## src/rtl/cpu_defs.sv

```systemverilog
// Shared CPU definitions: word constants, ROM geometry and the fetch FSM encoding.
package cpu_defs;
  localparam int          DATA_W     = 32;
  localparam int          ROM_AW     = 6;
  localparam logic [31:0] ZERO_WORD  = 32'h0000_0000;
  localparam logic [31:0] PC_RESET   = 32'h0000_0000;
  localparam logic [31:0] ALIGN_MASK = 32'hFFFF_FFFC;

  typedef enum logic [1:0] {
    IDLE  = 2'd0,
    FETCH = 2'd1,
    HOLD  = 2'd2
  } fetch_state_e;

  // Instruction addresses are always word aligned; the low two bits are dropped.
  function automatic logic [31:0] align_word(input logic [31:0] addr);
    return addr & ALIGN_MASK;
  endfunction
endpackage

```

## src/rtl/inst_fetch_if.sv

```systemverilog
// Fetch-stage bus: instruction ROM port plus the IF/ID payload handed to decode.
interface inst_fetch_if;
  import cpu_defs::*;

  logic              rom_ce;
  logic [ROM_AW-1:0] rom_addr;
  logic [DATA_W-1:0] rom_inst;
  logic [DATA_W-1:0] id_pc;
  logic [DATA_W-1:0] id_inst;
  logic              id_valid;

  modport master (
    output rom_ce, rom_addr, id_pc, id_inst, id_valid,
    input  rom_inst
  );

  modport slave (
    input  rom_ce, rom_addr, id_pc, id_inst, id_valid,
    output rom_inst
  );
endinterface

```

## src/rtl/pc_reg.sv

```systemverilog
// Program counter with a pending-branch latch for branches that resolve while the front end is stalled.
module pc_reg
  import cpu_defs::*;
(
  input  logic              clk,
  input  logic              rst_n,
  input  logic              en,
  input  logic              stall,
  input  logic              flush,
  input  logic [DATA_W-1:0] flush_pc,
  input  logic              branch_flag,
  input  logic [DATA_W-1:0] branch_target,
  output logic [DATA_W-1:0] pc
);

  logic [DATA_W-1:0] pc_next;
  logic [DATA_W-1:0] pend_pc, pend_pc_next;
  logic              pend_vld, pend_vld_next;

  // Priority: flush > stall > new branch > pending branch > sequential.
  always_comb begin
    pc_next       = pc;
    pend_pc_next  = pend_pc;
    pend_vld_next = pend_vld;
    if (en) begin
      if (flush) begin
        pc_next       = align_word(flush_pc);
        pend_pc_next  = ZERO_WORD;
        pend_vld_next = 1'b0;
      end else if (stall) begin
        if (branch_flag) begin
          pend_pc_next  = align_word(branch_target);
          pend_vld_next = 1'b1;
        end
      end else if (branch_flag) begin
        pc_next       = align_word(branch_target);
        pend_vld_next = 1'b0;
      end else if (pend_vld) begin
        pc_next       = pend_pc;
        pend_vld_next = 1'b0;
      end else begin
        pc_next = pc + 32'd4;
      end
    end
  end

  always_ff @(posedge clk or negedge rst_n) begin
    if (!rst_n) begin
      pc       <= PC_RESET;
      pend_pc  <= ZERO_WORD;
      pend_vld <= 1'b0;
    end else begin
      pc       <= pc_next;
      pend_pc  <= pend_pc_next;
      pend_vld <= pend_vld_next;
    end
  end

endmodule

```

## src/rtl/inst_fetch.sv

```systemverilog
// Instruction fetch stage: fetch FSM, IF/ID pipeline register and delivered-instruction counter.
module inst_fetch
  import cpu_defs::*;
(
  input  logic              clk,
  input  logic              rst_n,
  input  logic              stall,
  input  logic              flush,
  input  logic [DATA_W-1:0] flush_pc,
  input  logic              branch_flag,
  input  logic [DATA_W-1:0] branch_target,
  inst_fetch_if.master      bus,
  output logic [DATA_W-1:0] fetch_cnt
);

  fetch_state_e      state, state_next;
  logic              active;
  logic              fetch_fire;
  logic [DATA_W-1:0] pc;

  always_ff @(posedge clk or negedge rst_n) begin
    if (!rst_n) state <= IDLE;
    else        state <= state_next;
  end

  always_comb begin
    state_next = state;
    active     = 1'b0;
    unique case (state)
      IDLE: state_next = FETCH;
      FETCH: begin
        active = 1'b1;
        if (flush)      state_next = FETCH;
        else if (stall) state_next = HOLD;
      end
      HOLD: begin
        active = 1'b1;
        if (flush || !stall) state_next = FETCH;
      end
      default: state_next = IDLE;
    endcase
  end

  assign fetch_fire   = active & ~flush & ~stall;
  assign bus.rom_ce   = active;
  assign bus.rom_addr = pc[ROM_AW+1:2];

  pc_reg u_pc_reg (
    .clk          (clk),
    .rst_n        (rst_n),
    .en           (active),
    .stall        (stall),
    .flush        (flush),
    .flush_pc     (flush_pc),
    .branch_flag  (branch_flag),
    .branch_target(branch_target),
    .pc           (pc)
  );

  // IF/ID boundary: ROM word lands in decode one edge after its address is presented.
  always_ff @(posedge clk or negedge rst_n) begin
    if (!rst_n) begin
      bus.id_pc    <= ZERO_WORD;
      bus.id_inst  <= ZERO_WORD;
      bus.id_valid <= 1'b0;
      fetch_cnt    <= ZERO_WORD;
    end else if (active && flush) begin
      bus.id_pc    <= ZERO_WORD;
      bus.id_inst  <= ZERO_WORD;
      bus.id_valid <= 1'b0;
    end else if (fetch_fire) begin
      bus.id_pc    <= pc;
      bus.id_inst  <= bus.rom_inst;
      bus.id_valid <= 1'b1;
      fetch_cnt    <= fetch_cnt + 32'd1;
    end
  end

endmodule

```

## src/flat_wrapper.sv

```systemverilog
// flat-port wrapper written by rule: the top's interface ports become plain ports
module inst_fetch_flat import cpu_defs::*;
  (clk, rst_n, stall, flush, flush_pc, branch_flag, branch_target, fetch_cnt, bus_rom_ce, bus_rom_addr, bus_id_pc, bus_id_inst, bus_id_valid, bus_rom_inst);
  inst_fetch_if bus_i ();
  input  logic clk;
  input  logic rst_n;
  input  logic stall;
  input  logic flush;
  input  logic [DATA_W-1:0] flush_pc;
  input  logic branch_flag;
  input  logic [DATA_W-1:0] branch_target;
  output logic [DATA_W-1:0] fetch_cnt;
  output wire logic [$bits(bus_i.rom_ce)-1:0] bus_rom_ce;
  output wire logic [$bits(bus_i.rom_addr)-1:0] bus_rom_addr;
  output wire logic [$bits(bus_i.id_pc)-1:0] bus_id_pc;
  output wire logic [$bits(bus_i.id_inst)-1:0] bus_id_inst;
  output wire logic [$bits(bus_i.id_valid)-1:0] bus_id_valid;
  input wire logic [$bits(bus_i.rom_inst)-1:0] bus_rom_inst;
  assign bus_rom_ce = bus_i.rom_ce;
  assign bus_rom_addr = bus_i.rom_addr;
  assign bus_id_pc = bus_i.id_pc;
  assign bus_id_inst = bus_i.id_inst;
  assign bus_id_valid = bus_i.id_valid;
  assign bus_i.rom_inst = bus_rom_inst;
  inst_fetch u_core (.clk(clk), .rst_n(rst_n), .stall(stall), .flush(flush), .flush_pc(flush_pc), .branch_flag(branch_flag), .branch_target(branch_target), .bus(bus_i), .fetch_cnt(fetch_cnt));
endmodule
```

## config.mk

```make
export PLATFORM = sky130hd
export DESIGN_NAME = inst_fetch_flat
export DESIGN_NICKNAME = d
export VERILOG_FILES = /design/src/rtl/cpu_defs.sv /design/src/rtl/inst_fetch_if.sv /design/src/rtl/pc_reg.sv /design/src/rtl/inst_fetch.sv /design/src/flat_wrapper.sv
export SDC_FILE = /design/constraint.sdc
export NUM_CORES = 1
export LEC_CHECK = 0
export ABC_AREA = 1
export BUFFER_PORTS_ARGS = -buffer_cell sky130_fd_sc_hd__clkbuf_2
export CAP_MARGIN = 10
export CORE_MARGIN = 2
export CORE_UTILIZATION = 30
export DETAILED_ROUTE_END_ITERATION = 12
export GPL_TIMING_DRIVEN = 0
export PLACE_DENSITY = 0.5
export REMOVE_ABC_BUFFERS = 1
export SYNTH_ARGS = -nofsm -noshare
export SYNTH_HDL_FRONTEND = slang
export SYNTH_SLANG_ARGS = --single-unit
```

## constraint.sdc

```tcl
create_clock -name clk -period 2.1 [get_ports clk]
set_clock_uncertainty 0.1 [all_clocks]
set_input_delay 0.42 -clock clk [delete_from_list [all_inputs] [get_ports clk]]
set_output_delay 0.42 -clock clk [all_outputs]
set_load 0.01 [all_outputs]
```

# Word-level counts from Yosys, hierarchy flattened
# Index checks and enable logic that the tools add are counted.
[word_totals]
reg_bits = 164
inputBits = 101
out_inout_bits = 104
word_cells = 55
[classes]
add_sub_neg = 2
eq_ne = 6
muxes = 21
bitwise_logic = 5
reduce_logical = 13
[op_table]
columns = ["cell", "n"]
rows = [
  ["32-bit 2-to-1 mux", 11],
  ["32-bit by 1-bit adder with 32-bit output, second input constant", 1],
  ["32-bit by 3-bit adder with 32-bit output, second input constant", 1],
  ["2-bit AND reduction", 4],
  ["1-bit 2-to-1 mux", 6],
  ["2-bit 2-to-1 mux", 3],
  ["2-bit one-hot mux with 3 select lines", 1],
  ["2-bit nonzero test", 3],
  ["2-bit by 1-bit != test with 1-bit output, second input constant", 2],
  ["3-bit by 1-bit != test with 1-bit output, second input constant", 1],
  ["3-bit != test, second input constant", 1],
  ["1-bit inverter", 3],
  ["3-bit AND reduction", 1],
  ["1-bit bitwise AND", 2],
  ["2-bit by 1-bit equality test with 1-bit output, second input constant", 1],
  ["2-bit equality test, second input constant", 1],
  ["2-bit zero test", 1],
  ["2-bit OR reduction", 1],
  ["1-bit logical AND", 1],
  ["1-bit zero test", 1],
  ["1-bit logical OR", 1],
]

# Longest topological paths before layout
# Gate-level depths: netlist (run 1).
[depth]
depth_word = 7
depth_mapped = 12
mapped_depth_nobuf = 11

# Hierarchy
# From an unflattened synthesis (run 1), not the netlist that was laid out.
[hier_totals]
hier_cells = 1191
area_unflattened_um2 = 8717.1
[modules_own_cells]
columns = ["module", "instances", "cells_each", "area_each_um2", "seq_area_each_um2"]
rows = [
  ["inst_fetch", 1, 538, 4551.9, 2477.4],
  ["pc_reg", 1, 653, 4165.2, 1526.5],
]

# Worst setup path after synthesis (run 1)
# Ideal clock, no wire load.
[synth_path]
path_kind = "register to register"
from = "reg u_core.state[0]"
to = "reg u_core.fetch_cnt[14]"
setup_ps = 122
arrival_ps = 1700
t_required_ps = 1878
slack_ps = 178
stages_incl_launch_ff = 12
n_path_buf = 1
period_less_slack_ps = 1922
path_cell_list = "dfrtp_1 > inv_1 > ha_1 > clkbuf_2 > nand2_4 > nor2_8 > nand2_4 > inv_2 > nand2_2 > nor3_2 > nand2_1 > xor2_1"
[synth_via]
elab_chain_cells = 6
word_cells_on_any_way = 9
classes_between = "eq/ne: 2; mux: 1; bitwise: 3; reduce/logical: 3"
[synth_lines]
columns = ["element", "line", "text"]
rows = [
  ["from (decl)", "inst_fetch.sv:16", "fetch_state_e state, state_next;"],
  ["from (signal assigned)", "inst_fetch.sv:23", "else state <= state_next;"],
  ["2-bit by 1-bit equality test with 1-bit output or 2-bit equality test (tied branches)", "inst_fetch.sv:29", "unique case (state)"],
  ["2-bit OR reduction (no line) *", "--", ""],
  ["1-bit 2-to-1 mux *", "inst_fetch.sv:29", ""],
  ["named net bus_rom_ce", "flat_wrapper.sv:13", "output wire logic [$bits(bus_i.rom_ce)-1:0] bus_rom_ce;"],
  ["1-bit bitwise AND or 1-bit logical AND (tied branches)", "inst_fetch.sv:44, inst_fetch.sv:67", ""],
  ["1-bit bitwise AND or 1-bit inverter (tied branches)", "--", ""],
  ["2-bit AND reduction (no line) *", "--", ""],
  ["to (signal assigned)", "inst_fetch.sv:75", "fetch_cnt <= fetch_cnt + 32'd1;"],
  ["to (decl)", "inst_fetch.sv:13", "output logic [DATA_W-1:0] fetch_cnt"],
]
# The timed path passes the listed nets; every way through them passes the cells marked *.
# A chain may end at the register's enable or synchronous reset.

# Worst setup path in the final report (run 1)
[layout_path]
from = "reg u_core.state[1]"
to = "out bus_rom_ce"
[layout_via]
elab_chain_cells = 3
word_cells_on_any_way = 4
classes_between = "eq/ne: 2; mux: 1; reduce/logical: 1"
[layout_lines]
columns = ["element", "line"]
rows = [
  ["2-bit by 1-bit equality test with 1-bit output or 2-bit equality test (tied branches)", "inst_fetch.sv:29"],
  ["2-bit OR reduction (no line) *", "--"],
  ["1-bit 2-to-1 mux *", "inst_fetch.sv:29"],
  ["to (decl)", "flat_wrapper.sv:13"],
]
# Mark *: on every way between the ends. The rest lies on a longest branch, timed or not.

==> impl_metrics.py, run 1 <==
metrics = {
    "cells_and_area": {
        "instances_no_fill": 1612,
        "synthToLayoutAreaGrowth_pct": 26.4,
        "drive_gt1_share_pct": 23.7,
        "fin_nets": 1328,
        "insertedDiodeCount": 0,
        "reg_top3": "u_core.bus.id_inst x32, u_core.fetch_cnt x32, u_core.bus.id_pc x31",
        "nFillCells": 2883,
    },
    "run_status": {
        "outcome": "completed",
    },
    "placed_design": {
        "gp_congestion": 0.862,
        "io_buffers": 200,
        "numPlacedInstances": 1565,
        "place_ws_ns": -1.31,
        "dp_hpwl_um": 18000,
    },
    "critical_path": {
        "critPathMaxFanout": 6,
        "critPathKind": "flop to output port",
        "crit_required_ns": 1.58,
        "ff2ff_path_depth": 9,
        "crit_path_start_kind": "flop",
        "end_kind": "output port",
        "cp.arrival_ns": 1.51,
        "regToRegSetupSlack_ns": 0.16,
        "rr_endpoint": "u_core.fetch_cnt[18]",
        "r2r_start": "u_core.state[1]",
        "cp-endpoint": "bus_rom_ce",
        "startpoint": "u_core.state[1]",
    },
    "yosys": {
        "synth_top_family_by_area": "simple AND/OR/NAND/NOR gates",
        "synth-seq-area-share_pct": 47.5,
        "synth_compound_area_share_pct": 15.2,
        "ys_dominant_reg_cell": "dfrtp_1",
        "synth_area_um2": 8370,
        "ys_ff_latch": 159,
        "synth_xor_area_share_pct": 3.77,
        "ys_warn_count": 0,
        "synth_edf_count": 0,
        "synthAdderAreaFrac_pct": 0.897,
        "synth.area.top_cells": "dfrtp_1 (48%), nand2_1 (9.9%), inv_1 (6.1%)",
        "synth_commonest_cells": "nand2_1 (221), dfrtp_1 (159), inv_1 (136)",
        "synth_top_area_share_pct": 47.5,
        "yosys.area_share.simple_pct": 23.2,
        "yosys.area.top_type": "dfrtp_1",
        "ys_types": 38,
        "synthArstFlopShare_pct": 100,
        "yosysMostFrequentCell": "nand2_1",
        "synth.area.mux_share_pct": 0,
        "synthCells": 1034,
        "avgSynthCellArea_um2": 8.10,
    },
    "drt": {
        "viasPerCell": 4.74,
        "drt_iter0_drc": 428,
        "dr_total_vias": 7635,
        "drtAntennaViolNets": 0,
        "drc": 0,
        "wl_per_cell_um": 16.9,
        "drt-total-wl_um": 27200,
        "drtPass1Iterations": 5,
    },
    "clocking": {
        "cts.sinks": 159,
        "path_clk_slew_ns": 0.07,
        "cts_tree": "done",
        "clock_latency_ns": 0.43,
        "clockBufferDepth": 2,
        "root_buffer": "clkbuf_16",
        "htree_levels": 4,
        "numCtsBuffers": 17,
    },
    "global_routing": {
        "grt_max_degree": 85,
        "grt_pass1_vias": 7535,
        "antenna_found_initial": 1,
        "grt_pass1_wl_um": 42200,
        "grt.total_usage_pct": 18.8,
        "grt_overflow": 0,
    },
    "timing": {
        "rsz0062_at_grt": "false",
        "hold_viol": 0,
        "slew_headroom_pct": 55.4,
        "period_needed_ns": 2.03,
        "worst_slew_pin_slew_ns": 0.670,
        "hold_slack_ns": 0.0999,
        "post-route-period-util_pct": 96.9,
        "timing.fmax_mhz": 492,
        "postLayoutSetupSlackWorst_ns": 0.0655,
        "slew_viol_final": 0,
        "setup_violations": 0,
    },
    "pwr": {
        "vdd_drop_max_uv": 928,
        "power_mw": 14.7,
        "p_leak_nw": 5.35,
        "p_per_area_nw_per_um2": 1390,
    },
    "worst_hold_path": {
        "hold_path.class": "input pin to flop",
    },
    "floorplanning": {
        "fp-row-count": 61,
        "die_height_um": 171,
        "die_area_um2": 29300,
        "io_pins": 205,
        "die_w_um": 171,
        "start_util_pct": 30.3,
        "core_area_um2": 27600,
    },
    "run": {
        "cap_violations": 0,
    },
}
## power breakdown
group / internal (mW) / switching, mW / total (mW)
Sequential: 4.22 / 1.03 / 5.25
Clock: 1.81 / 1.45 / 3.25
Combinational: 2.30 / 3.93 / 6.22
Total: 8.32 / 6.40 / 14.7
## routing by layer
layer	vias up	part of all wire (%)	GRT usage (%)
met3	20	5.5	3.82
met2	226	46	30.5
met4	0	1.2	5.01
met1	3618	47	25.4
met5	-	0	0
li1	3771	-	-
## layout by cell type (no fill, tap or decap), types with 20 or more instances in the layout
cell	n
clkbuf_2	198
nand2_1	218
nand3_1	43
a21oi_1	54
a22o_1	36
a211oi_1	20
o21ai_0	49
o22ai_1	28
dfrtp_1	157
inv_1	134
xor2_1	28
nor3_1	39
nor2_1	93
## worst max-delay path, stage by stage, from the launching register on
cell	delay (ns)
dfrtp_1	0.37
inv_1	0.10
ha_4	0.37
buf_4	0.13
clkbuf_2	0.12
## area by class of cell
cell class                      count  area, um2  share of cell area (%)
Tap cell                          378        473                    4.47
Clock inverter                     14        173                    1.63
Timing Repair inverter              2       16.3                   0.154
Sequential cell                   159       3980                    37.7
Inverter                          141        567                    5.36
Clock buffer                       18        429                    4.06
Multi-Input combinational cell    687       3730                    35.3
Timing Repair Buffer              213       1210                    11.4
## metrics by stage
step	setup TNS, ns	cell area [um2]	utilization [%]
finish	0	10600	38.3
global route	0	10600	38.3
CTS	0	10500	37.9
detailed placement	-111.48	9710	35.2
global placement	-821.70	9590	34.7
floorplan	-81.50	8120	-
## kinds of logic after synthesis
logic type / count (synthesis)
compound gates: 204
flops: 159
xor+xnor: 36
buf+inv: 192
fa+ha+maj: 6
simple gates: 437
## how the worst min path moves through the flow
| stage | startpoint | to | slack (ns) | depth (start not counted) |
|---|---|---|---|---|
| 2_1_floorplan | rst_n | u_core.bus.id_inst[0] | 0.02 | 0 |
| 3_3_place_gp | u_core.bus.id_valid | u_core.bus.id_valid | 0.36 | 2 |
| 3_5_place_dp | u_core.bus.id_valid | u_core.bus.id_valid | 0.37 | 2 |
| 4_1_cts | bus_rom_inst[25] | u_core.bus.id_inst[25] | 0.08 | 2 |
| 5_1_grt | bus_rom_inst[19] | u_core.bus.id_inst[19] | 0.09 | 2 |
| 6_report | bus_rom_inst[25] | u_core.bus.id_inst[25] | 0.1 | 2 |
## timing repair
action                                 in CTS  in global routing
pin swaps                                   4                  3
setup buffers                               3                  5
setup endpoints to repair                 134                 39
hold buffers                                1                  0
endpoints found under the hold margin      75                  0
cloned                                      5                  1
gates resized for setup                    17                 12
No activity file was read; power rests on OpenSTA's default activity.
==> run 2: changes to the inputs <==
CORE_MARGIN = not set   (was 2)
PLACE_DENSITY = not set   (was 0.5)
==> run 2 against run 1 <==
Sequential share of layout area rose by 0.16 points; worst hold slack improved by 0.0077 ns; sequential power barely moved; critical path depth did not move; total power fell by 1.1%; final area fell by 0.46%; register-to-register slack got worse by 0.06 ns; flip-flop and latch count did not move; wire length fell by 5.5%; die area fell by 2.3%; fmax rose by 0.15%; count of clock-buffer cells in the layout fell by 1.
==> impl_metrics.py, run 2 (same netlist as run 1, synthesis figures left out) <==
metrics = {
    "run_status": {
        "outcome": "completed",
    },
    "critical_path": {
        "startpoint": "u_core.state[1]",
        "r2r_start": "u_core.state[1]",
        "critPathMaxFanout": 7,
        "cp.arrival_ns": 1.51,
        "end_kind": "output port",
        "cp_top_family": "flip-flops",
        "slowest_stage": "dfrtp_1",
        "critPathKind": "flop to output port",
        "cp_slowest_stage_delay_ns": 0.39,
        "crit_path_start_kind": "flop",
        "crit_required_ns": 1.58,
        "worst-path-buf-inv": 3,
        "worstPathCellList": "inv_2 -> ha_4 -> buf_4 -> clkbuf_2",
    },
    "timing": {
        "fin_setup_tns_ns": 0,
        "hold_slack_ns": 0.108,
        "post-route-period-util_pct": 96.7,
        "slew_viol_final": 0,
        "setup_violations": 0,
        "hold_viol": 0,
        "timing.fmax_mhz": 492,
        "rsz0062_at_grt": "true",
        "worst_slew_pin_slew_ns": 0.699,
        "period_needed_ns": 2.03,
        "slew_headroom_pct": 53.3,
    },
    "placed_design": {
        "numPlacedInstances": 1558,
        "dp_hpwl_um": 17500,
        "gp_congestion": 0.883,
        "io_buffers": 200,
    },
    "global_routing": {
        "antenna_found_initial": 1,
        "grt_pass1_vias": 7299,
        "grt_max_degree": 87,
        "grt_overflow": 0,
        "grt.total_usage_pct": 18.2,
        "grt_pass1_wl_um": 40300,
    },
    "run": {
        "cap_violations": 0,
    },
    "cells_and_area": {
        "final_cell_mix": "nand2_1 (219), clkbuf_2 (198), dfrtp_1 (158), inv_1 (133), nor2_1 (93)",
        "instances_no_fill": 1605,
        "nFillCells": 2808,
        "final_common_cell": "nand2_1",
        "fin_nets": 1327,
        "reg_top3": "u_core.bus.id_inst x32, u_core.fetch_cnt x32, u_core.bus.id_pc x31",
        "drive_gt1_share_pct": 23.9,
        "utilization_pct": 38.7,
        "synthToLayoutAreaGrowth_pct": 25.8,
    },
    "pwr": {
        "vdd_drop_max_uv": 980,
        "p_per_area_nw_per_um2": 1380,
        "p_leak_nw": 5.31,
    },
    "drt": {
        "drtAntennaViolNets": 0,
        "drt-total-wl_um": 25700,
        "drt_iter0_drc": 385,
        "dr_total_vias": 7645,
        "drtPass1Iterations": 5,
        "drc": 0,
        "viasPerCell": 4.76,
        "wl_per_cell_um": 16.0,
    },
    "floorplanning": {
        "start_util_pct": 30.8,
        "core_area_um2": 27200,
        "die_area_um2": 28600,
        "die_w_um": 169,
        "io_pins": 205,
        "fp-row-count": 60,
        "die_height_um": 169,
    },
    "clocking": {
        "clock_latency_ns": 0.43,
        "htree_levels": 4,
        "path_clk_slew_ns": 0.07,
        "cts.sinks": 159,
        "numCtsBuffers": 17,
        "clockBufferDepth": 2,
        "root_buffer": "clkbuf_16",
        "cts_tree": "done",
    },
    "worst_hold_path": {
        "hold_path.class": "input pin to flop",
        "worstHoldStart": "bus_rom_inst[23]",
    },
}
[run 2: cell count changes in the layout (fill, tap and decap cells not counted), moves of 3 or more]
cell / previous run / this run
a211oi_1: 20 / 16
buf_12: 4 / 1
buf_4: 6 / 9
inv_8: 5 / 2
clkinvlp_4: 3 / 6
a211oi_2: 0 / 4
[run 2: repair_timing]
| item | 4_1_cts | 5_1_grt |
|---|---|---|
| hold endpoints to repair | 73 | 0 |
| setup buffers | 6 | 4 |
| cloned | 4 | 0 |
| endpoints found under the setup margin | 156 | 36 |
| hold buffers | 1 | 0 |
| resized for setup | 20 | 7 |
| pin swaps | 2 | 2 |
[run 2: routing by layer]
metal | GRT usage [%] | vias up | routed length (um)
met5 | 0 | - | 0
met1 | 24.6 | 3594 | 12000
met4 | 4.94 | 0 | 419
met2 | 29.2 | 278 | 11800
met3 | 4.33 | 21 | 1610
li1 | - | 3752 | -
[run 2: cell type report]
class                      count  area (um2)  share of cell area (%)
timing repair buffer         214        1190                    11.3
tap                          372         465                    4.42
inverter                     141         554                    5.26
antenna                        1        2.50                  0.0238
sequential                   159        3980                    37.8
multi-input combinational    685        3710                    35.3
clock inverter                14         183                    1.74
timing repair inverter         2        16.3                   0.154
clock buffer                  17         425                    4.04
[run 2: path summary, 6_finish.rpt]
kind                                       endpoint  cells after the start  slack [ns]
min                          u_core.bus.id_inst[23]                      2        0.11
min reg2reg                     u_core.bus.id_valid                      2        0.37
max                                      bus_rom_ce                      4        0.07
max reg2reg                  u_core.u_pc_reg.pc[12]                      6        0.10
min in group asynchronous       u_core.fetch_cnt[9]                      2        0.47
max in group asynchronous  u_core.u_pc_reg.pend_vld                      3        0.52
[run 2: report_power, final]
group / internal, mW / switching [mW] / leakage, nW
Clock: 1.89 / 1.37 / 0.286
Sequential: 4.22 / 1.03 / 2.03
Combinational: 2.30 / 3.76 / 2.99
[run 2: stage by stage]
step                power [mW]  setup slack [ns]  area (um2)
finish                    14.6            0.0686       10500
global route              15.6          -0.00805       10500
CTS                       14.5           0.00148       10500
detailed placement        10.8             -1.60        9670
global placement          10.3             -3.76        9590
floorplan                 8.20             -1.28        8120
